[src/rtl/multicycle_control.sv]
// Multicycle control FSM: steps the shared MIPS datapath through fetch/decode/execute/memory/writeback.
// Latency: zero-wait memory FETCH->FETCH is 3 (beq/blt/j), 4 (R/addi/subi/sw), 5 (lw) cycles; each wait cycle adds one.
// Backpressure: FETCH/MEMRD/MEMWR hold until mem_ready; a stall of MAX_WAIT cycles traps with sticky bus_err.
//
// Ports:
//   clk, reset            rising-edge clock, async active-high reset
//   op, zero, lt          opcode from IR, ALU zero / signed less-than flags
//   mem_ready             memory completes the current access this cycle
//   pc_write .. mem_write datapath enables
//   iord .. pc_source     datapath mux selects
//   aluop1, aluop2        ALU mode to the ALU control decoder (00 add, 01 sub, 10 funct)
//   state, illegal        current state code, high in TRAP
//   bus_err, instr_count  sticky watchdog error, retired-instruction counter (wraps)
module multicycle_control #(
  parameter int COUNT_W  = 16,
  parameter int MAX_WAIT = 255
) (
  input  logic               clk,
  input  logic               reset,
  input  logic [5:0]         op,
  input  logic               zero,
  input  logic               lt,
  input  logic               mem_ready,
  output logic               pc_write,
  output logic               ir_write,
  output logic               reg_write,
  output logic               mem_read,
  output logic               mem_write,
  output logic               iord,
  output logic               reg_dst,
  output logic               mem_to_reg,
  output logic               alu_src_a,
  output logic [1:0]         alu_src_b,
  output logic [1:0]         pc_source,
  output logic               aluop1,
  output logic               aluop2,
  output logic [3:0]         state,
  output logic               illegal,
  output logic               bus_err,
  output logic [COUNT_W-1:0] instr_count
);

  localparam logic [3:0] S_FETCH  = 4'd0;
  localparam logic [3:0] S_DECODE = 4'd1;
  localparam logic [3:0] S_MEMADR = 4'd2;
  localparam logic [3:0] S_MEMRD  = 4'd3;
  localparam logic [3:0] S_MEMWB  = 4'd4;
  localparam logic [3:0] S_MEMWR  = 4'd5;
  localparam logic [3:0] S_REXEC  = 4'd6;
  localparam logic [3:0] S_RWB    = 4'd7;
  localparam logic [3:0] S_IEXEC  = 4'd8;
  localparam logic [3:0] S_IWB    = 4'd9;
  localparam logic [3:0] S_BRANCH = 4'd10;
  localparam logic [3:0] S_JUMP   = 4'd11;
  localparam logic [3:0] S_TRAP   = 4'd12;

  localparam logic [5:0] OP_R    = 6'd0;
  localparam logic [5:0] OP_J    = 6'd2;
  localparam logic [5:0] OP_BEQ  = 6'd4;
  localparam logic [5:0] OP_BLT  = 6'd5;
  localparam logic [5:0] OP_ADDI = 6'd8;
  localparam logic [5:0] OP_SUBI = 6'd9;
  localparam logic [5:0] OP_LW   = 6'd35;
  localparam logic [5:0] OP_SW   = 6'd43;

  // The counter only ever has to hold MAX_WAIT-1: the stall cycle that would
  // bring it to MAX_WAIT is the expiry cycle and leaves the wait state.
  localparam int WAIT_W = (MAX_WAIT > 1) ? $clog2(MAX_WAIT) : 1;

  logic [3:0]        state_nxt;
  logic [WAIT_W-1:0] wait_cnt;
  logic              waiting;
  logic              expire;
  logic              retire;

  assign waiting = (state == S_FETCH) || (state == S_MEMRD) || (state == S_MEMWR);
  assign expire  = (MAX_WAIT != 0) && waiting && !mem_ready &&
                   (wait_cnt == WAIT_W'(MAX_WAIT - 1));

  always_comb begin
    state_nxt  = state;
    pc_write   = 1'b0;
    ir_write   = 1'b0;
    reg_write  = 1'b0;
    mem_read   = 1'b0;
    mem_write  = 1'b0;
    iord       = 1'b0;
    reg_dst    = 1'b0;
    mem_to_reg = 1'b0;
    alu_src_a  = 1'b0;
    alu_src_b  = 2'b00;
    pc_source  = 2'b00;
    aluop1     = 1'b0;
    aluop2     = 1'b0;
    illegal    = 1'b0;
    case (state)
      S_FETCH: begin
        mem_read  = 1'b1;
        alu_src_b = 2'b01;
        ir_write  = mem_ready;
        pc_write  = mem_ready;
        if (mem_ready) state_nxt = S_DECODE;
      end
      S_DECODE: begin
        alu_src_b = 2'b11;
        case (op)
          OP_LW, OP_SW:     state_nxt = S_MEMADR;
          OP_R:             state_nxt = S_REXEC;
          OP_ADDI, OP_SUBI: state_nxt = S_IEXEC;
          OP_BEQ, OP_BLT:   state_nxt = S_BRANCH;
          OP_J:             state_nxt = S_JUMP;
          default:          state_nxt = S_TRAP;
        endcase
      end
      S_MEMADR: begin
        alu_src_a = 1'b1;
        alu_src_b = 2'b10;
        if (op == OP_LW)      state_nxt = S_MEMRD;
        else if (op == OP_SW) state_nxt = S_MEMWR;
        else                  state_nxt = S_TRAP;
      end
      S_MEMRD: begin
        mem_read = 1'b1;
        iord     = 1'b1;
        if (mem_ready) state_nxt = S_MEMWB;
      end
      S_MEMWB: begin
        reg_write  = 1'b1;
        mem_to_reg = 1'b1;
        state_nxt  = S_FETCH;
      end
      S_MEMWR: begin
        mem_write = 1'b1;
        iord      = 1'b1;
        if (mem_ready) state_nxt = S_FETCH;
      end
      S_REXEC: begin
        alu_src_a = 1'b1;
        aluop1    = 1'b1;
        state_nxt = S_RWB;
      end
      S_RWB: begin
        reg_write = 1'b1;
        reg_dst   = 1'b1;
        state_nxt = S_FETCH;
      end
      S_IEXEC: begin
        alu_src_a = 1'b1;
        alu_src_b = 2'b10;
        aluop2    = (op == OP_SUBI);
        state_nxt = S_IWB;
      end
      S_IWB: begin
        reg_write = 1'b1;
        state_nxt = S_FETCH;
      end
      S_BRANCH: begin
        alu_src_a = 1'b1;
        aluop2    = 1'b1;
        pc_source = 2'b01;
        pc_write  = ((op == OP_BEQ) && zero) || ((op == OP_BLT) && lt);
        state_nxt = S_FETCH;
      end
      S_JUMP: begin
        pc_write  = 1'b1;
        pc_source = 2'b10;
        state_nxt = S_FETCH;
      end
      S_TRAP: begin
        illegal = 1'b1;
      end
      default: begin
        // Unused codes 13..15 can only come from an upset; park safely.
        state_nxt = S_TRAP;
      end
    endcase

    // Watchdog expiry overrides the normal decode: drop every enable so the
    // stalled access is abandoned without side effects.
    if (expire) begin
      state_nxt = S_TRAP;
      pc_write  = 1'b0;
      ir_write  = 1'b0;
      reg_write = 1'b0;
      mem_read  = 1'b0;
      mem_write = 1'b0;
    end
  end

  // Not-taken branches retire too; MEMWR retires only on the completing cycle.
  assign retire = (state_nxt == S_FETCH) &&
                  ((state == S_MEMWB) || (state == S_MEMWR) || (state == S_RWB) ||
                   (state == S_IWB) || (state == S_BRANCH) || (state == S_JUMP));

  always_ff @(posedge clk or posedge reset) begin
    if (reset) begin
      state       <= S_FETCH;
      instr_count <= '0;
      bus_err     <= 1'b0;
      wait_cnt    <= '0;
    end else begin
      state <= state_nxt;
      if (retire) instr_count <= instr_count + COUNT_W'(1);
      if (expire) bus_err <= 1'b1;
      // Clearing on any state change covers entry to FETCH, MEMRD and MEMWR.
      if (state_nxt != state)         wait_cnt <= '0;
      else if (waiting && !mem_ready) wait_cnt <= wait_cnt + WAIT_W'(1);
    end
  end

endmodule

[config.mk]
export PLATFORM = sky130hd
export DESIGN_NAME = multicycle_control
export DESIGN_NICKNAME = d
export VERILOG_FILES = /design/src/rtl/multicycle_control.sv
export SDC_FILE = /design/constraint.sdc
export NUM_CORES = 1
export LEC_CHECK = 0
export ABC_AREA = 1
export CAP_MARGIN = 0
export CORE_ASPECT_RATIO = 1.2
export CORE_MARGIN = 10
export CORE_UTILIZATION = 35
export DETAILED_ROUTE_END_ITERATION = 10
export GPL_ROUTABILITY_DRIVEN = 1
export PLACE_DENSITY_LB_ADDON = 0.12
export REMOVE_ABC_BUFFERS = 1
export SKIP_CTS_REPAIR_TIMING = 1
export SYNTH_ARGS = -nofsm -noshare
export SYNTH_HDL_FRONTEND = slang
export SYNTH_SLANG_ARGS = --single-unit
export TNS_END_PERCENT = 30
[constraint.sdc]
create_clock -name clk -period 2.25 [get_ports clk]
set_input_delay 0.3375 -clock clk [delete_from_list [all_inputs] [get_ports clk]]
set_output_delay 0.3375 -clock clk [all_outputs]
set_load 0.05 [all_outputs]
==> flow_summary.json, run 1 <==
{
  "drcViolationCount": 0,
  "p_leak_nw": 1.41,
  "detailroute.via_count": 2128,
  "cts.clk_slew.worst_paths_ps": 60,
  "total_of_endpoints_with_negative_setup_slack_in_the_final_report": 0,
  "synthesis.area_um2": 2120,
  "clkPwrFrac": 0.420,
  "busiest_layer": "met2",
  "layout_min_cycle_time_ps": 2070,
  "multiInputGateArea_um2": 1220,
  "status": "completed",
  "drt_first_iter_violations": 115,
  "synthDistinctLibCells": 24,
  "drive_gt1_frac": 0.159,
  "stdcell_area_um2": 2920,
  "power_density_nw_per_um2": 340,
  "syn_to_final_growth_pct": 38.0,
  "cts_max_path_buffers": 2,
  "power.net_switching_uw": 237,
  "critical_path_arrival_ps": 1730,
  "synth-warning-count": 0,
  "ir_drop_v": 0.000273,
  "yosys_register_bits": 29,
  "iteration_count_of_the_initial_detailed_routing_pass": 4,
  "worst_slew_margin_rel": 0.655,
  "die_area_um2": 9570,
  "cts_tree": "built",
  "global_routing_usage_summed_across_all_routing_layers": 0.122,
  "worstPathMaxFanout": 8,
  "post_drt_via_cell_ratio": 4.71,
  "wl_per_cell_um": 12.6,
  "grtUsageMet2": 0.206,
  "grtUsageMet1": 0.142,
  "timing_worst_setup_path_type": "register to output pin",
  "final_antenna_net_count": 0,
  "comb_power_share": 0.055,
  "antenna_cells_inserted": 0,
  "ctsHtreeMaxLevel": 2,
  "gpl.final_weighted_congestion": 0.868,
  "clkSinkCount": 29,
  "power.internal_uw": 757,
  "hpwl_after_detailed_placement_mm": 4.56,
  "fp-row-count": 30,
  "effective_utilization_at_floorplan": 0.366,
  "placed_cell_area_um2": 2810,
  "cp-start-kind": "register",
  "drt_wl_total_mm": 5.69,
  "die_height_um": 105,
  "final_util": 0.505,
  "seq_power_share": 0.525,
  "io_buffers": 47,
  "filler_cell_count": 598,
  "clock.fmax_mhz": 483,
  "die_w_um": 91.0,
  "netSwitchingFraction": 0.238,
  "finalCritPeriodShare": 0.921,
  "final.setup.tns_ps": 0,
  "crit_required_ps": 1910,
  "insertion_delay_ps": 280,
  "synth_sequential_area_ratio": 0.343,
  "most_common_cell_after_layout_fill_and_taps_aside": "nand2_1",
  "clock_buffer_count_from_cts": 5,
  "whs_ps": 415,
  "final_max_slew_viol_count": 0,
  "grt_overflow": 0,
  "grt_pass1_wl_mm": 9.88,
  "grt_setup_unrepaired": "false",
  "clock-skew-final_ps": 3.57,
  "floorplan.io_pins": 48,
  "nets": 385,
  "worst_pin_slew_ps": 515,
  "hold_violation_count_in_the_final_report": 0,
  "endpoint_kind": "output pin",
  "synth.avg_cell_area_um2": 6.79,
  "cts.root.buffer_cell": "clkbuf_8",
  "antenna_violations_before_repair": 0,
  "floorplan_core_area_um2": 5780,
  "first_global_vias": 2073,
  "min_path_type": "primary input to async pin",
  "seqCellArea_um2": 727,
  "grt_use_met3": 0.0429,
  "drv_cap": 0,
  "grt_start_max_net_pins": 30,
  "layout_common_cells": "89 x nand2_1, 37 x inv_1, 35 x nand3_1",
  "postSynthCellCount": 312
}
==> flip-flops by register name (all words and copies together), names as in the netlist <==
signal	count
bus_err	1
instr_count	16
state	4
wait_cnt	8
==> cell type report <==
| type | instances | share of cell area |
|---|---|---|
| flip-flops and latches | 29 | 0.249 |
| repair buffers | 56 | 0.214 |
| clock buffers | 5 | 0.0236 |
| clock inverters | 3 | 0.00600 |
| multi-input cells | 236 | 0.418 |
| well taps | 80 | 0.0343 |
| inverters | 43 | 0.0552 |
==> metrics by stage <==
stage,setup slack [ps],instances,power [mW]
CTS,55.6,452,1.02
global route,18.1,452,1.05
global placement,43.3,444,0.585
finish,179,452,0.994
detailed placement,38.0,444,0.585
floorplan,-912,308,0.555
==> power by group through the flow <==
stage / sequential (mW) / combinational, mW / clock, mW
detailed placement: 0.531 / 0.0544 / 0
floorplan: 0.531 / 0.0236 / 0
global route: 0.521 / 0.0625 / 0.466
finish: 0.521 / 0.0550 / 0.417
global placement: 0.531 / 0.0543 / 0
CTS: 0.521 / 0.0548 / 0.442
==> cell usage after synthesis, drive strengths merged <==
cell	instances	area (um2)
nand3	38	220
o41ai	1	8.76
nor4	1	6.26
ha	3	37.5
xor2	10	87.6
inv	43	161
xnor2	12	105
dfrtp	29	726
o21ai	10	50.1
a21oi	3	18.8
nand2	93	359
nor2	44	195
buf	4	26.3
nand4	8	50.1
nor3	13	65.1
==> layer usage <==
layer / wire length, um / vias up
li1: - / 1101
met1: 2540 / 969
met2: 2730 / 50
met3: 357 / 8
met4: 61 / 0
met5: 0 / -
==> critical path, cell delays in order, from the launching register on <==
cell,delay [ps]
dfrtp_1,490
nor2_2,190
nand2_2,110
nor2_1,150
buf_4,150
a21oi_1,40
o21ai_0,140
buf_12,180
==> final timing paths <==
check	from	to	slack, ps	cells after the start
max in group asynchronous	reset	state[3]	1530	3
max	state[0]	pc_write	180	7
max reg2reg	state[0]	wait_cnt[4]	240	11
min in group clk	bus_err	bus_err	460	2
min	reset	wait_cnt[0]	420	3
min reg2reg	bus_err	bus_err	460	2
==> logic make-up after synthesis <==
kind of cell,count (synthesis),synth area share
compound gates,14,0.0366
buf+inv,47,0.0886
fa+ha+maj,3,0.0177
flops,29,0.343
simple gates,197,0.423
xor+xnor,22,0.0910
Note: power is estimated with default switching activity, not from simulation.
==> run 2, diff against run 1 <==
--- a/config.mk
+++ b/config.mk
@@ -12,6 +12,7 @@
 export CORE_UTILIZATION = 35
 export DETAILED_ROUTE_END_ITERATION = 10
 export GPL_ROUTABILITY_DRIVEN = 1
+export HOLD_SLACK_MARGIN = 0.1
 export PLACE_DENSITY_LB_ADDON = 0.12
 export REMOVE_ABC_BUFFERS = 1
 export SKIP_CTS_REPAIR_TIMING = 1
==> results of run 2 <==
Final layout, timing and power as in run 1 (identical DEF).
